## src/rtl/store_arbiter.sv

```systemverilog
// store_arbiter: two-requester round-robin store arbiter with a single
// outstanding memory write, zero-byte-enable short-cut and timeout abort.
module store_arbiter #(
   parameter int TIMEOUT = 15
) (
   input  logic        clk,
   input  logic        reset,
   input  logic        req0_valid,
   input  logic [31:0] req0_addr,
   input  logic [31:0] req0_wdata,
   input  logic [3:0]  req0_byteen,
   output logic        req0_ready,
   input  logic        req1_valid,
   input  logic [31:0] req1_addr,
   input  logic [31:0] req1_wdata,
   input  logic [3:0]  req1_byteen,
   output logic        req1_ready,
   output logic        m_valid,
   output logic [31:0] m_addr,
   output logic [31:0] m_wdata,
   output logic [3:0]  m_byteen,
   input  logic        m_ack,
   output logic        done,
   output logic        done_id,
   output logic        err
);

   typedef enum logic {IDLE, BUSY} state_t;

   localparam logic [7:0] LastWait = 8'(TIMEOUT - 1);

   state_t      state_q, state_d;
   logic        lastGrant_q, lastGrant_d;
   logic [7:0]  waitCnt_q, waitCnt_d;
   logic [31:0] addr_q, addr_d;
   logic [31:0] wdata_q, wdata_d;
   logic [3:0]  byteen_q, byteen_d;
   logic        owner_q, owner_d;
   logic        done_q, done_d;
   logic        err_q, err_d;
   logic        doneId_q, doneId_d;
   logic        acceptGap_q, acceptGap_d;

   logic        anyValid;
   logic        grantId;
   logic        accept;
   logic        timeoutHit;
   logic [31:0] grantAddr;
   logic [31:0] grantWdata;
   logic [3:0]  grantByteen;

   // Pick the winner: a lone requester wins, a tie goes to whoever did not win last.
   // Accepts are held off while in reset, while busy and in the cycle right after an accept.
   always_comb begin
      anyValid    = req0_valid | req1_valid;
      grantId     = (req0_valid & req1_valid) ? ~lastGrant_q : req1_valid;
      accept      = reset && (state_q == IDLE) && !acceptGap_q && anyValid;
      timeoutHit  = (state_q == BUSY) && !m_ack && (waitCnt_q == LastWait);
      grantAddr   = grantId ? req1_addr   : req0_addr;
      grantWdata  = grantId ? req1_wdata  : req0_wdata;
      grantByteen = grantId ? req1_byteen : req0_byteen;
   end

   // State register with synchronous active-low reset.
   always_ff @(posedge clk) begin
      if (!reset) begin
         state_q <= IDLE;
      end else begin
         state_q <= state_d;
      end
   end

   // Next state: a store with live byte lanes goes to memory; BUSY ends on ack or timeout.
   always_comb begin
      state_d = state_q;
      case (state_q)
         IDLE: if (accept && (grantByteen != 4'd0)) state_d = BUSY;
         BUSY: if (m_ack || timeoutHit) state_d = IDLE;
         default: state_d = IDLE;
      endcase
   end

   // Datapath next values: capture on accept, count unacknowledged BUSY cycles, build pulses.
   always_comb begin
      lastGrant_d = lastGrant_q;
      waitCnt_d   = waitCnt_q;
      addr_d      = addr_q;
      wdata_d     = wdata_q;
      byteen_d    = byteen_q;
      owner_d     = owner_q;
      done_d      = 1'b0;
      err_d       = 1'b0;
      doneId_d    = doneId_q;
      acceptGap_d = accept;
      if (accept) begin
         addr_d      = grantAddr;
         wdata_d     = grantWdata;
         byteen_d    = grantByteen;
         owner_d     = grantId;
         lastGrant_d = grantId;
         waitCnt_d   = 8'd0;
         if (grantByteen == 4'd0) begin
            done_d   = 1'b1;
            doneId_d = grantId;
         end
      end
      if (state_q == BUSY) begin
         if (m_ack) begin
            done_d   = 1'b1;
            doneId_d = owner_q;
         end else if (timeoutHit) begin
            err_d    = 1'b1;
            doneId_d = owner_q;
         end else begin
            waitCnt_d = waitCnt_q + 8'd1;
         end
      end
   end

   // Datapath registers; reset clears everything and hands the first tie to requester 0.
   always_ff @(posedge clk) begin
      if (!reset) begin
         lastGrant_q <= 1'b1;
         waitCnt_q   <= 8'd0;
         addr_q      <= 32'd0;
         wdata_q     <= 32'd0;
         byteen_q    <= 4'd0;
         owner_q     <= 1'b0;
         done_q      <= 1'b0;
         err_q       <= 1'b0;
         doneId_q    <= 1'b0;
         acceptGap_q <= 1'b0;
      end else begin
         lastGrant_q <= lastGrant_d;
         waitCnt_q   <= waitCnt_d;
         addr_q      <= addr_d;
         wdata_q     <= wdata_d;
         byteen_q    <= byteen_d;
         owner_q     <= owner_d;
         done_q      <= done_d;
         err_q       <= err_d;
         doneId_q    <= doneId_d;
         acceptGap_q <= acceptGap_d;
      end
   end

   // Outputs: memory port live only in BUSY outside reset, readies follow the grant.
   always_comb begin
      m_valid    = reset && (state_q == BUSY);
      m_addr     = addr_q;
      m_wdata    = wdata_q;
      m_byteen   = m_valid ? byteen_q : 4'd0;
      req0_ready = accept && !grantId;
      req1_ready = accept && grantId;
      done       = done_q;
      err        = err_q;
      done_id    = doneId_q;
   end

endmodule
```

## config.mk

```make
export PLATFORM = sky130hd
export DESIGN_NAME = store_arbiter
export DESIGN_NICKNAME = d
export VERILOG_FILES = /design/src/rtl/store_arbiter.sv
export SDC_FILE = /design/constraint.sdc
export NUM_CORES = 1
export LEC_CHECK = 0
export CORE_UTILIZATION = 39
export DETAILED_ROUTE_END_ITERATION = 12
export PLACE_DENSITY = 0.81
export SYNTH_ARGS = -nofsm -noshare
export SYNTH_HDL_FRONTEND = slang
export SYNTH_SLANG_ARGS = --single-unit
```

## constraint.sdc

```tcl
create_clock -name clk -period 2 [get_ports clk]
set_input_delay 0.4 -clock clk [delete_from_list [all_inputs] [get_ports clk]]
set_output_delay 0.4 -clock clk [all_outputs]
set_load 0.03 [all_outputs]
```

# [After elaboration in Yosys (flattened, before gate mapping)]
# Index checks and enable logic that the tools add are counted.
[op_classes] addsub=1 eq_ne=1 mux=22 n_bitwise=5 n_reduce_logical=16
[ops] op="32-bit two-way mux" count=2
[ops] op="8-bit two-way mux" count=4
[ops] op="1-bit two-way mux" count=13
[ops] op="1-bit logical AND" count=9
[ops] op="8-bit by 1-bit adder with 8-bit output (second input constant)" count=1
[ops] op="8-bit by 4-bit == test with 1-bit output (second input constant)" count=1
[ops] op="4-bit two-way mux" count=2
[ops] op="4-bit zero test" count=1
[ops] op="4-bit nonzero test" count=1
[ops] op="1-bit zero test" count=3
[ops] op="1-bit NOT" count=3
[ops] op="3-bit OR reduction" count=1
[ops] op="1-bit case mux with 2 select lines" count=1
[ops] op="1-bit AND" count=1
[ops] op="1-bit logical OR" count=1
[ops] op="1-bit OR" count=1
[totals] ff_bits=83 inputBits=141 out_inout_bits=74 wordCells=56

# [Longest topological paths before layout]
# Gate-level depths: netlist (run 1).
[depth] ltp_word=9 depth_mapped=8 depth_no_buf=6

# [Worst setup path after synthesis (run 1)]
# OpenSTA, ideal clock, no wires.
[synth_timing] path_kind="input -> output" from="input reset" to="output req0_ready" t_arrival_ns=1.798 required_time_ns=1.600 slack_ns=-0.198 cell_stages=5 n_path_buf=2 cell_sequence="or3b_4 or2_1 buf_2 clkbuf_1 nor2_1"
[synth_between] elab_chain_len=4
[synth_lines] element="start: declaration" line_no="7" source="input logic reset,"
[synth_lines] element="1-bit logical AND (3 in a row)" line_no="57" source="accept = reset && (state_q == IDLE) && !acceptGap_q && anyValid;"
[synth_lines] element="1-bit logical AND" line_no="153" source="req0_ready = accept && !grantId;"
[synth_lines] element="end: declaration" line_no="12" source="output logic req0_ready,"
# No other way between the ends.

# [Worst setup path after layout (run 1)]
[layout_timing] from="register state_q" to="output req0_ready"
[layout_between] elab_chain_len=5
[layout_lines] element="start: declaration" line_no="32" source="state_t state_q, state_d;"
[layout_lines] element="start signal: assignment" line_no="69" source="state_q <= state_d;"
[layout_lines] element="1-bit NOT"
[layout_lines] element="1-bit logical AND (3 in a row)" line_no="57"
[layout_lines] element="1-bit logical AND" line_no="153"
# No other way between the ends.

==> results of run 1 <==
-- worst register-to-register path: stages, from the launching register on --
cell      delay (ns)
dfxtp_2         0.33
or3b_4          0.39
or2_4           0.25
buf_4           0.16
inv_4           0.14
buf_12          0.20
nor2_1          0.09
a311oi_2        0.24
-- Yosys cell counts, drive strengths merged, types with 2 or more instances --
cell type,instances
a21oi,4
a311oi,60
and3,7
buf,15
clkbuf,23
dfxtp,83
ha,2
inv,3
mux2,2
mux2i,8
nand2,125
nand2b,2
nand3,11
nand4,2
nor2,66
nor3,2
nor4,2
o21a,2
o21ai,14
o2bb2ai,2
or2,2
xor2,2
-- kinds of logic (layout without fill, tap and decap cells) --
group,Yosys count,in the layout,share of synthesized area (%)
and+or+nand+nor,225,225,24.3
AOI/OAI and AO/OA,91,92,22.6
DFF,83,83,43.5
buffers and inverters,42,264,5.57
muxes,10,10,2.69
xor gates and xnor gates,3,3,0.688
adders and majority gates,2,2,0.655
-- sequential cells by signal, summed over array words and instances, names as in the netlist --
signal,flops
acceptGap_q,1
waitCnt_q,8
done_id,1
lastGrant_q,1
err,1
owner_q,1
byteen_q,4
state_q,1
done,1
m_addr,32
m_wdata,32
-- power breakdown --
group	internal [W]	total, W	switching [W]
clock	0.000562	0.00116	0.000603
sequential	0.00180	0.00188	0.0000785
combinational	0.000747	0.00151	0.000765
total	0.00311	0.00456	0.00145
-- timing repair --
action,4_1_cts,5_1_grt
gates resized for setup,3,8
endpoints found under the setup margin,41,21
cloned,0,4
pin swaps,1,1
setup buffers,1,2
-- how the worst min path moves through the flow --
| stage | slack [ns] | startpoint | depth (start not counted) | to |
|---|---|---|---|---|
| 2_1_floorplan | 0.43 | owner_q$_SDFFE_PN0P_ | 2 | owner_q$_SDFFE_PN0P_ |
| 3_3_place_gp | 0.45 | m_addr[31]$_SDFFE_PN0P_ | 2 | m_addr[31]$_SDFFE_PN0P_ |
| 3_5_place_dp | 0.47 | m_addr[10]$_SDFFE_PN0P_ | 2 | m_addr[10]$_SDFFE_PN0P_ |
| 4_1_cts | 0.48 | m_addr[10]$_SDFFE_PN0P_ | 2 | m_addr[10]$_SDFFE_PN0P_ |
| 5_1_grt | 0.51 | m_wdata[11]$_SDFFE_PN0P_ | 2 | m_wdata[11]$_SDFFE_PN0P_ |
| 6_report | 0.48 | m_addr[10]$_SDFFE_PN0P_ | 2 | m_addr[10]$_SDFFE_PN0P_ |
-- stage by stage --
stage / cell area (µm²) / utilization, % / hold WS [ns] / TNS, ns / total power [W]
floorplan: 3830 / - / 0.435 / 0 / 0.00266
global placement: 6210 / 66.3 / 0.455 / -22.81 / 0.00334
detailed placement: 6210 / 66.3 / 0.467 / -25.11 / 0.00337
CTS: 6400 / 68.3 / 0.484 / 0 / 0.00454
global route: 6540 / 69.8 / 0.511 / -0.0171 / 0.00477
finish: 6540 / 69.8 / 0.482 / 0 / 0.00456
-- layer usage --
metal  vias up  share of wire (%)  global-route usage [%]
li1       2049                  -                       -
met1      1993                 40                    26.5
met2       188                 50                    42.0
met4         0                2.3                    7.58
met3        25                8.6                    8.04
met5         -                  0                       0
-- final cells by class --
class | instances | area [µm²] | share of cell area [%]
Sequential cell | 83 | 1660 | 25.4
Timing Repair Buffer | 246 | 2510 | 38.4
Clock inverter | 5 | 56.3 | 0.861
Inverter | 4 | 17.5 | 0.268
Clock buffer | 9 | 124 | 1.89
Tap cell | 129 | 161 | 2.47
Multi-Input combinational cell | 332 | 2000 | 30.7
-- layout by cell type, fill, tap and decap left out, drive strengths merged, types with 2 or more instances in the layout --
cell	instances
xor2	2
a21oi	4
o21ai	14
and3	7
o2bb2ai	2
nor4	2
ha	2
nand2	125
clkbuf	12
o21a	2
o31ai	2
nand3	11
clkinv	3
inv	4
or2	2
nor2	66
nand2b	2
nor3	2
a311oi	60
buf	36
nand4	2
mux2	2
mux2i	8
clkdlybuf4s50	206
dfxtp	83
==> out/metrics.cfg, run 1 <==
[setup_path]
cp_cell_sequence = or3b_4 -> or2_4 -> nor2_4 -> buf_6
path_depth = 4
r2r_slack_ns = 0.12
crit_family = simple AND/OR/NAND/NOR gates
crit_required_ns = 1.60
end_kind = primary output
setup.worst_path.start = state_q$_SDFF_PN0_
worstSetupStartpointType = register
reg2regPathDepth = 7
crit_type = reg -> out
worstReg2RegEnd = m_addr[30]$_SDFFE_PN0P_
critPathMaxStageDelay_ns = 0.39
crit_arrival_ns = 1.56
worstPathMaxFanout = 2
reg2reg_from = state_q$_SDFF_PN0_
critPathSlowestCell = or3b_4
crit_path_end = req0_ready
path_buf_inv = 1

[global_routing]
grt_usage_pct = 23.7
grt_pass1_vias = 4111
grt_pass1_wl_mm = 19.1
grt_start_max_net_pins = 60
antenna_found_initial = 0
grt.overflow.total = 0

[layout]
final_cells = 808
drive_gt1_share_pct = 13.4
fill_cells = 759
fin_nets = 819
diodes = 0
area_growth_pct = 71.2

[synth]
avgSynthCellArea_um2 = 8.37
synth_top_area_share_pct = 43.5
synth_top_area_cell = dfxtp_1
synth_edf_count = 0
async_flop_share_pct = 0
syn_inst = 456
yosys_register_bits = 83
yosys_warnings = 0
synth_ff_type = dfxtp_1
seq_area_frac_synth_pct = 43.5
synthTopCellsByArea = dfxtp_1 44%, nand2_1 12%, a311oi_1 9.2%
syn_area_um2 = 3820
synth_fp_nets = 599
yosys.cell_types.count = 44

[cts]
htreeDepth = 3
clk_latency_ns = 0.35
clk_path_buf_depth = 2
cts_buffers = 9
cts.sinks = 83
cts_root_buf = clkbuf_8
clkTransAtPathRegs_ns = 0.09
holdBufCountCts = 0
cts_tree = built

[power]
power_leakage_nw = 2.50
vdd_ir_drop_max_uv = 359
powerDensity_nw_per_um2 = 697

[floorplan]
core_um2 = 9370
initial_core_util_pct = 40.7
pin_count = 215
std_cell_rows = 35
die_width_um = 101
die-height_um = 101
die_area_um2 = 10200

[place]
place_congestion = 0.850
place_inst = 787
hpwl_mm = 8.98
dp_slack_ns = -0.414
io_buffers = 214

[timing]
skew_ns = 0.0138
relSlewSlack_pct = 60.1
rsz0062_at_grt = yes
max_clock_freq_mhz = 511
hold_viol_final = 0
finalMaxSlewViolations = 0
setup_viol = 0
worstMarginPinSlew_ns = 0.597
period_needed_ns = 1.96
final.setup.worst_slack_ns = 0.0425
fin_crit_sh_pct = 97.9

[detailed_routing]
avgViaCountPerCell = 5.27
ant_nets = 0
wire_per_inst_um = 15.8
routed-via-count = 4255
drt_iter0_markers = 142
drt_first_pass_iters = 4
routed_wirelength_mm = 12.8
drc = 0

[hold_path]
hold_path_class = reg -> reg

[outcome]
outcome = completed

[run]
cap_viol_max_count = 0

No activity file was read; power rests on OpenSTA's default activity.
==> run 2, diff against run 1 <==
--- a/config.mk
+++ b/config.mk
@@ -6,6 +6,7 @@
 export NUM_CORES = 1
 export LEC_CHECK = 0
 export CORE_UTILIZATION = 39
+export CTS_CLUSTER_SIZE = 25
 export DETAILED_ROUTE_END_ITERATION = 12
 export PLACE_DENSITY = 0.81
 export SYNTH_ARGS = -nofsm -noshare
==> results of run 2 <==
No change in the layout: final DEF, timing and power equal those of run 1.
